--- config.mk ---
export PLATFORM = sky130hd
export DESIGN_NAME = alu_issue_unit
export DESIGN_NICKNAME = d
export VERILOG_FILES = /design/src/rtl/alu_issue_unit.sv
export SDC_FILE = /design/constraint.sdc
export NUM_CORES = 2
export LEC_CHECK = 0
export BUFFER_PORTS_ARGS = -buffer_cell sky130_fd_sc_hd__buf_2
export CORE_UTILIZATION = 59
export CTS_CLUSTER_SIZE = 30
export DETAILED_ROUTE_END_ITERATION = 10
export PLACE_DENSITY_LB_ADDON = 0.3
export SYNTH_ARGS = -nofsm -noshare
export SYNTH_HDL_FRONTEND = slang
export SYNTH_SLANG_ARGS = --single-unit
--- constraint.sdc ---
create_clock -name clk -period 7.01 [get_ports clk]
set_clock_uncertainty 0.2 [all_clocks]
set_input_delay 0.701 -clock clk [delete_from_list [all_inputs] [get_ports clk]]
set_output_delay 0.701 -clock clk [all_outputs]
set_load 0.01 [all_outputs]
--- src/rtl/alu_issue_unit.sv ---
// MIPS decode/issue stage that owns the register file and a per-register pending scoreboard.
// Optional feature macro ALU_ISSUE_BYPASS_EN forwards same-cycle writeback data to the sources.
module alu_issue_unit #(
    parameter int DATA_W      = 32,
    parameter int STALL_CNT_W = 16
) (
    input  logic                   clk,
    input  logic                   rst,
    input  logic                   in_valid,
    output logic                   in_ready,
    input  logic [31:0]            in_instr,
    output logic                   out_valid,
    input  logic                   out_ready,
    output logic [11:0]            out_control,
    output logic [DATA_W-1:0]      out_src1,
    output logic [DATA_W-1:0]      out_src2,
    output logic [4:0]             out_dest,
    input  logic                   wb_en,
    input  logic [4:0]             wb_addr,
    input  logic [DATA_W-1:0]      wb_data,
    output logic                   illegal,
    output logic [STALL_CNT_W-1:0] stall_count
);
    localparam logic [5:0] OP_RTYPE = 6'h00, OP_ADDI = 6'h08, OP_ADDIU = 6'h09;
    localparam logic [5:0] OP_ANDI  = 6'h0C, OP_ORI  = 6'h0D;
    localparam logic [5:0] FN_ADD = 6'h20, FN_SUB = 6'h22, FN_AND = 6'h24;
    localparam logic [5:0] FN_OR  = 6'h25, FN_SLT = 6'h2A;

    logic [DATA_W-1:0] regfile [32];
    logic [31:0]       scoreboard;

    logic [5:0]        opcode, funct;
    logic [4:0]        rs, rt, rd, dest;
    logic [15:0]       imm;
    logic              unused_shamt;
    logic              is_rtype, legal, sign_ext;
    logic              rs_pending, rt_pending, dest_pending, hazard, accept;
    logic [DATA_W-1:0] rs_val, rt_val, imm_ext;
    logic [31:0]       wb_clear, sb_set;

    assign opcode       = in_instr[31:26];
    assign rs           = in_instr[25:21];
    assign rt           = in_instr[20:16];
    assign rd           = in_instr[15:11];
    assign funct        = in_instr[5:0];
    assign imm          = in_instr[15:0];
    assign unused_shamt = ^in_instr[10:6];
    assign is_rtype     = (opcode == OP_RTYPE);
    assign dest         = is_rtype ? rd : rt;

    always_comb begin
        legal    = 1'b0;
        sign_ext = 1'b0;
        if (is_rtype) begin
            legal = (funct == FN_ADD) || (funct == FN_SUB) || (funct == FN_AND) ||
                    (funct == FN_OR)  || (funct == FN_SLT);
        end else begin
            case (opcode)
                OP_ADDI, OP_ADDIU: begin legal = 1'b1; sign_ext = 1'b1; end
                OP_ANDI, OP_ORI:   legal = 1'b1;
                default:           legal = 1'b0;
            endcase
        end
    end

    assign imm_ext = sign_ext ? {{(DATA_W-16){imm[15]}}, imm} : {{(DATA_W-16){1'b0}}, imm};

    // $0 reads as zero and is never pending regardless of scoreboard contents
    always_comb begin
        rs_val     = (rs == 5'd0) ? '0 : regfile[rs];
        rt_val     = (rt == 5'd0) ? '0 : regfile[rt];
        rs_pending = (rs != 5'd0) && scoreboard[rs];
        rt_pending = (rt != 5'd0) && scoreboard[rt];
`ifdef ALU_ISSUE_BYPASS_EN
        if (wb_en && (wb_addr != 5'd0) && (wb_addr == rs)) begin
            rs_val     = wb_data;
            rs_pending = 1'b0;
        end
        if (wb_en && (wb_addr != 5'd0) && (wb_addr == rt)) begin
            rt_val     = wb_data;
            rt_pending = 1'b0;
        end
`endif
    end

    assign dest_pending = (dest != 5'd0) && scoreboard[dest];
    assign hazard       = rs_pending | (is_rtype & rt_pending) | dest_pending;
    assign in_ready     = (!out_valid | out_ready) & !hazard;
    assign accept       = in_valid & in_ready;

    // Clear is applied before set so a same-cycle issue to a retiring register stays pending
    assign wb_clear = (wb_en && (wb_addr != 5'd0)) ? (32'd1 << wb_addr) : 32'd0;
    assign sb_set   = (accept && legal && (dest != 5'd0)) ? (32'd1 << dest) : 32'd0;

    always_ff @(posedge clk) begin
        if (rst) begin
            out_valid   <= 1'b0;
            out_control <= '0;
            out_src1    <= '0;
            out_src2    <= '0;
            out_dest    <= '0;
            illegal     <= 1'b0;
            stall_count <= '0;
            scoreboard  <= '0;
            for (int i = 0; i < 32; i++) regfile[i] <= '0;
        end else begin
            illegal <= 1'b0;
            if (in_valid && !in_ready && (stall_count != '1))
                stall_count <= stall_count + STALL_CNT_W'(1);
            if (accept && legal) begin
                out_valid   <= 1'b1;
                out_control <= {opcode, is_rtype ? funct : 6'd0};
                out_src1    <= rs_val;
                out_src2    <= is_rtype ? rt_val : imm_ext;
                out_dest    <= dest;
            end else if (accept) begin
                out_valid <= 1'b0;
                illegal   <= 1'b1;
            end else if (out_ready) begin
                out_valid <= 1'b0;
            end
            if (wb_en && (wb_addr != 5'd0)) regfile[wb_addr] <= wb_data;
            scoreboard <= (scoreboard & ~wb_clear) | sb_set;
        end
    end
endmodule

# Word-level counts from Yosys, hierarchy flattened

Memory sizes are Yosys's and may differ from the RTL's.
Index checks and enable logic that the tools add are counted.

Muxes and demuxes: 30
$lt $le $gt $ge: 3
Add/sub/neg operators: 1
Eq/ne operators: 10
Reductions and logical operators: 27
Bitwise gates (word level): 9
Shift operators: 2

Operator list:

| cell                  | count |
|---|---|
| $mux 32               | 7 |
| $shl 1x5->32 const A  | 2 |
| $and 32x32->32        | 1 |
| $not 32->32           | 1 |
| $or 32x32->32         | 1 |
| $reduce_or 32->1      | 1 |
| $eq 6x6->1 const B    | 5 |
| $eq 6x4->1 const B    | 4 |
| $reduce_bool 5->1     | 4 |
| $lt 5x6->1 const B    | 3 |
| $mux 1                | 17 |
| $add 16x1->16 const B | 1 |
| $ne 16x16->1 const B  | 1 |
| $bmux 1 s5            | 3 |
| $logic_not 5->1       | 2 |
| $mux 5                | 2 |
| $logic_and 1x1->1     | 8 |
| $logic_not 6->1       | 1 |
| $mux 6                | 1 |
| $logic_or 1x1->1      | 4 |
| $reduce_or 2->1       | 2 |
| $reduce_or 4->1       | 1 |
| $and 1x1->1           | 3 |
| $logic_not 1->1       | 3 |
| 2 further kinds       | 4 |

Input bits: 74
Output and inout bits: 100
Logic and storage cells: 91
Flip-flop bits (word level): 131
RAM bits: 1024
Memories kept: 1

Memories:

| name    | depth | width | rd ports | clocked after memory_dff | write ports | line | source |
|---|---|---|---|---|---|---|---|
| regfile | 32    | 32    | 2        | 0                        | 32          | 29   | `logic [DATA_W-1:0] regfile [32];` |

# Longest topological paths before layout

Depth after elaboration: 13
Mapped depth: 14

# Worst setup path before layout

No wires, ideal clock.

Path type: input port to flip-flop
From: input wb_addr[2]
To: memory regfile[24][0] (enable)
Setup time: 0.514 ns
Stages: 3
Path slack: 1.774 ns
Arrival: 4.522 ns
Buffers on the path: 1
Cells stage by stage: nand2b_1 > clkbuf_1 > o41ai_1

RTL lines:

| element     | line | source |
|---|---|---|
| from (decl) | 19   | `input logic [4:0] wb_addr,` |
| to (decl)   | 29   |  |

# Worst setup path after layout

From: input in_instr[31]
To: output in_ready

Longest elaborated chain between the ends: 8
Elaborated cells between the ends (all ways): 11

Ends and longest elaborated chain:

| element                      | line | source |
|---|---|---|
| from (decl)                  | 11   | `input logic [31:0] in_instr,` |
| $logic_not 6->1 *            | 48   | `assign is_rtype = (opcode == OP_RTYPE);` |
| $mux 5                       | 49   | `assign dest = is_rtype ? rd : rt;` |
| $bmux 1 s5                   | 86   | `assign dest_pending = (dest != 5'd0) && scoreboard[dest];` |
| $mux 1 (not written as such) | 86   |  |
| $logic_and 1x1->1            | 86   |  |
| $or 1x1->1 *                 | 87   | `assign hazard = rs_pending \| (is_rtype & rt_pending) \| dest_pending;` |
| $logic_not 1->1 *            | 88   | `assign in_ready = (!out_valid \| out_ready) & !hazard;` |
| $and 1x1->1 *                | 88   |  |
| to (decl)                    | 10   | `output logic in_ready,` |

Mark *: on every way between the ends. The rest lies on a longest branch, timed or not. The select of a mux whose other input is x is not followed.

==> out/summary.txt <==
Status: finished clean
Fin nets: 4,246
Sequential area share after synthesis: 55.3%
Synth top area cells: edfxtp_1, mux4_2, and2_1
# DRC: 0
Leak: 23.4 nW
Worst flop-to-flop path startpoint: scoreboard[15]$_SDFF_PP0_
CP required: 6.11 ns
Clk buf depth: 3
Fin crit period: 5.19 ns
Initial antenna violation count: 30
Worst VDD drop: 221 µV
PD cells: 242 mW/mm²
Cell area after synthesis: 0.0603 mm²
Combined area of the multi-input logic cells: 0.0257 mm²
Fin Setup TNS: 0 ns
Mean number of vias per cell: 7.20
Yosys top cell by area: edfxtp_1
Via count: 40,600
Starting density of the core: 59.9%
Post-route cell area: 0.0665 mm²
Reg2Reg Depth: 10
# H-tree levels: 3
PostCTS Resize Cnt: 0
Fill count: 6,872
Setup violators final: 0
Max_cap viols: 0
Most Crowded Layer GR: met2
Routed WL: 198 mm
Gpl congestion: 0.929
Clock Pin Slew Worst Setup and Hold Paths: 0.06 ns
Met2 usage: 56.5%
Post-Syn Instances: 4,164
Total CTS buffers: 117
Area added between synthesis and finish: 10.3%
Hold Path Class: in2reg
Critical Path Fanout Max: 38
Die area: 0.104 mm²
Syn_area_per_cell: 14.5 µm²
Final worst path period share: 74.1%
Fin. max-slew vios: 0
WL/cell: 35.1 µm
Cell family with most CP delay: simple AND/OR/NAND/NOR gates
Total congestion overflow: 0
Cell variety after synth: 55
IO Count: 174
# hold bufs at CTS: 0
I/O Buffers: 173
Half-perimeter wire length after placement: 116 mm
Final hold vios: 0
Critical Path Start: in_instr[31]
Met1 usage: 51.0%
WP buf/inv: 3
CTS Root Cell: clkbuf_16
Worst Setup End Kind: primary output
Later-pin clock latency in the skew report: 0.71 ns
Critical path launch point type: input port
Post-placement cell area: 0.0628 mm²
First-pass GRT wire length: 279 mm
Worst Hold Depth: 3
Largest net degree at the start of global routing: 121
Die Width: 322 µm
Vias in the first global route: 39,000
Setup CP Type: in2out
Max-slew headroom: 11.4%
1st-iter DRT viols: 6,895
Yosys warns: 0
Core area: 0.101 mm²
Top cell type's share of synthesized area: 51.0%
Register area: 0.0334 mm²
CP max stage delay: 0.67 ns
Hold wc startpoint: in_instr[2]
Slew @ Worst Pin: 1.32 ns
Setup bufs post-CTS: 0
Ordered list of cells on the worst path: buf_2, or3_1, or4_4, mux2i_1, o22ai_1, nor3_1, or4_4, or3_4, inv_2, buf_2
Post-route ant nets: 0
Synth Register Bits: 1,155
CP max-delay cell: or4_4
Layout cells sized above 1: 26.1%
Die H: 322 µm
FFs w/ async S/R, synth: 0%
Fmax: 193 MHz
CTS tree: built
Met3 usage: 13.7%
DRT Pass-1 Iters: 6
Number of synthesized flops with an enable pin: 1,024
Worst path depth: 10
Total GRT Usage: 38.4%
Num Clock Sinks: 1,155
# rows: 116
RSZ-0062 raised after global routing: no
Arrival @ worst endpoint: 4.29 ns
Predominant post-synthesis flop cell: edfxtp_1
Layout Utilization: 66.1%
## per-stage QoR
stage	hold WS, ns	setup slack, ns	power [W]	cells
finish	0.0926	1.82	0.0161	5642
global route	0.115	1.70	0.0164	5631
CTS	0.0673	1.88	0.0160	5626
detailed placement	0.250	1.77	0.0100	5409
global placement	0.244	1.81	0.00995	5409
floorplan	0.239	1.77	0.00929	4195
## tightest hold or removal path: cells and delay by family
kind	cells	cell delay (ns)
AO/OA/AOI/OAI	1	0.06
AND/OR/NAND/NOR	1	0.07
buffers and inverters	1	0.13
## worst paths after layout
| kind | end | slack (ns) |
|---|---|---|
| max reg2reg | out_src1[2]$_SDFFE_PP0P_ | 3.49 |
| min reg2reg | out_src1[31]$_SDFFE_PP0P_ | 0.27 |
| min | out_control[2]$_SDFFE_PP0P_ | 0.09 |
| max | in_ready | 1.82 |
## sequential cells by signal, summed over array words and instances (netlist names)
| name | count |
|---|---|
| illegal | 1 |
| out_src2 | 32 |
| regfile | 1024 |
| out_valid | 1 |
| out_src1 | 32 |
| out_dest | 5 |
| scoreboard | 32 |
| out_control | 12 |
| stall_count | 16 |
## layer usage
metal / part of all wire (%) / wire length [µm]
met1: 34 / 66300
met2: 44 / 87600
met3: 17 / 33600
met4: 5.2 / 10300
met5: 0.092 / 183
## cells in the mapped netlist, types with 4 or more instances
cell type / count
o22ai_1: 79
nor2_1: 156
mux2_2: 21
buf_1: 61
a311oi_1: 4
a31oi_1: 4
dfxtp_1: 131
nor3_1: 63
and3_1: 40
edfxtp_1: 1024
nand2_1: 84
mux2i_1: 162
clkbuf_1: 341
or2_2: 5
o41ai_1: 4
a31o_2: 5
and2_1: 996
a21oi_1: 83
mux4_2: 556
o221ai_1: 33
nor2b_1: 14
nand3_1: 15
o31ai_1: 8
or4_1: 8
a31o_1: 26
buf_6: 5
a211oi_1: 33
nor4_1: 4
o21ai_0: 54
or3_1: 14
inv_1: 36
nand2b_1: 8
buf_2: 18
a21o_1: 32
nand4_1: 6
## cells by family (layout without fill, tap and decap cells)
kind of cell	count (synthesis)	in the layout	synth area share [%]
buf+inv	465	539	3.00
other cells	1	48	0.00621
flops	1155	1155	55.3
mux	740	740	23.9
compound gates	378	378	4.12
simple gates	1424	1424	13.7
fa+ha+maj	1	1	0.0207
## power by group
part           switching [W]  internal, W  total, W
combinational        0.00114     0.000776   0.00192
sequential          0.000184      0.00784   0.00803
clock                0.00269      0.00348   0.00616
total                0.00401       0.0121    0.0161
## cell type report
class	instances	area share [%]
Antenna cell	16	0.0602
Clock buffer	158	4.92
Clock inverter	59	0.705
Inverter	39	0.226
Multi-Input combinational cell	2575	38.7
Sequential cell	1155	50.2
Tap cell	1357	2.55
Timing Repair Buffer	283	2.73
## layout by cell type (no fill, tap or decap), types with 26 or more instances in the layout
cell	count
nand2_1	67
nor3_1	45
a211oi_1	33
o221ai_1	33
inv_1	35
buf_2	164
a21o_1	32
nor2_1	143
and2_1	996
mux2i_1	162
dfxtp_1	131
clkbuf_16	124
buf_4	107
edfxtp_1	1024
a21oi_1	81
clkbuf_1	30
a31o_1	26
and3_1	40
conb_1	32
o21ai_0	42
mux4_2	556
o22ai_1	79
(Power assumes the default switching activity.)
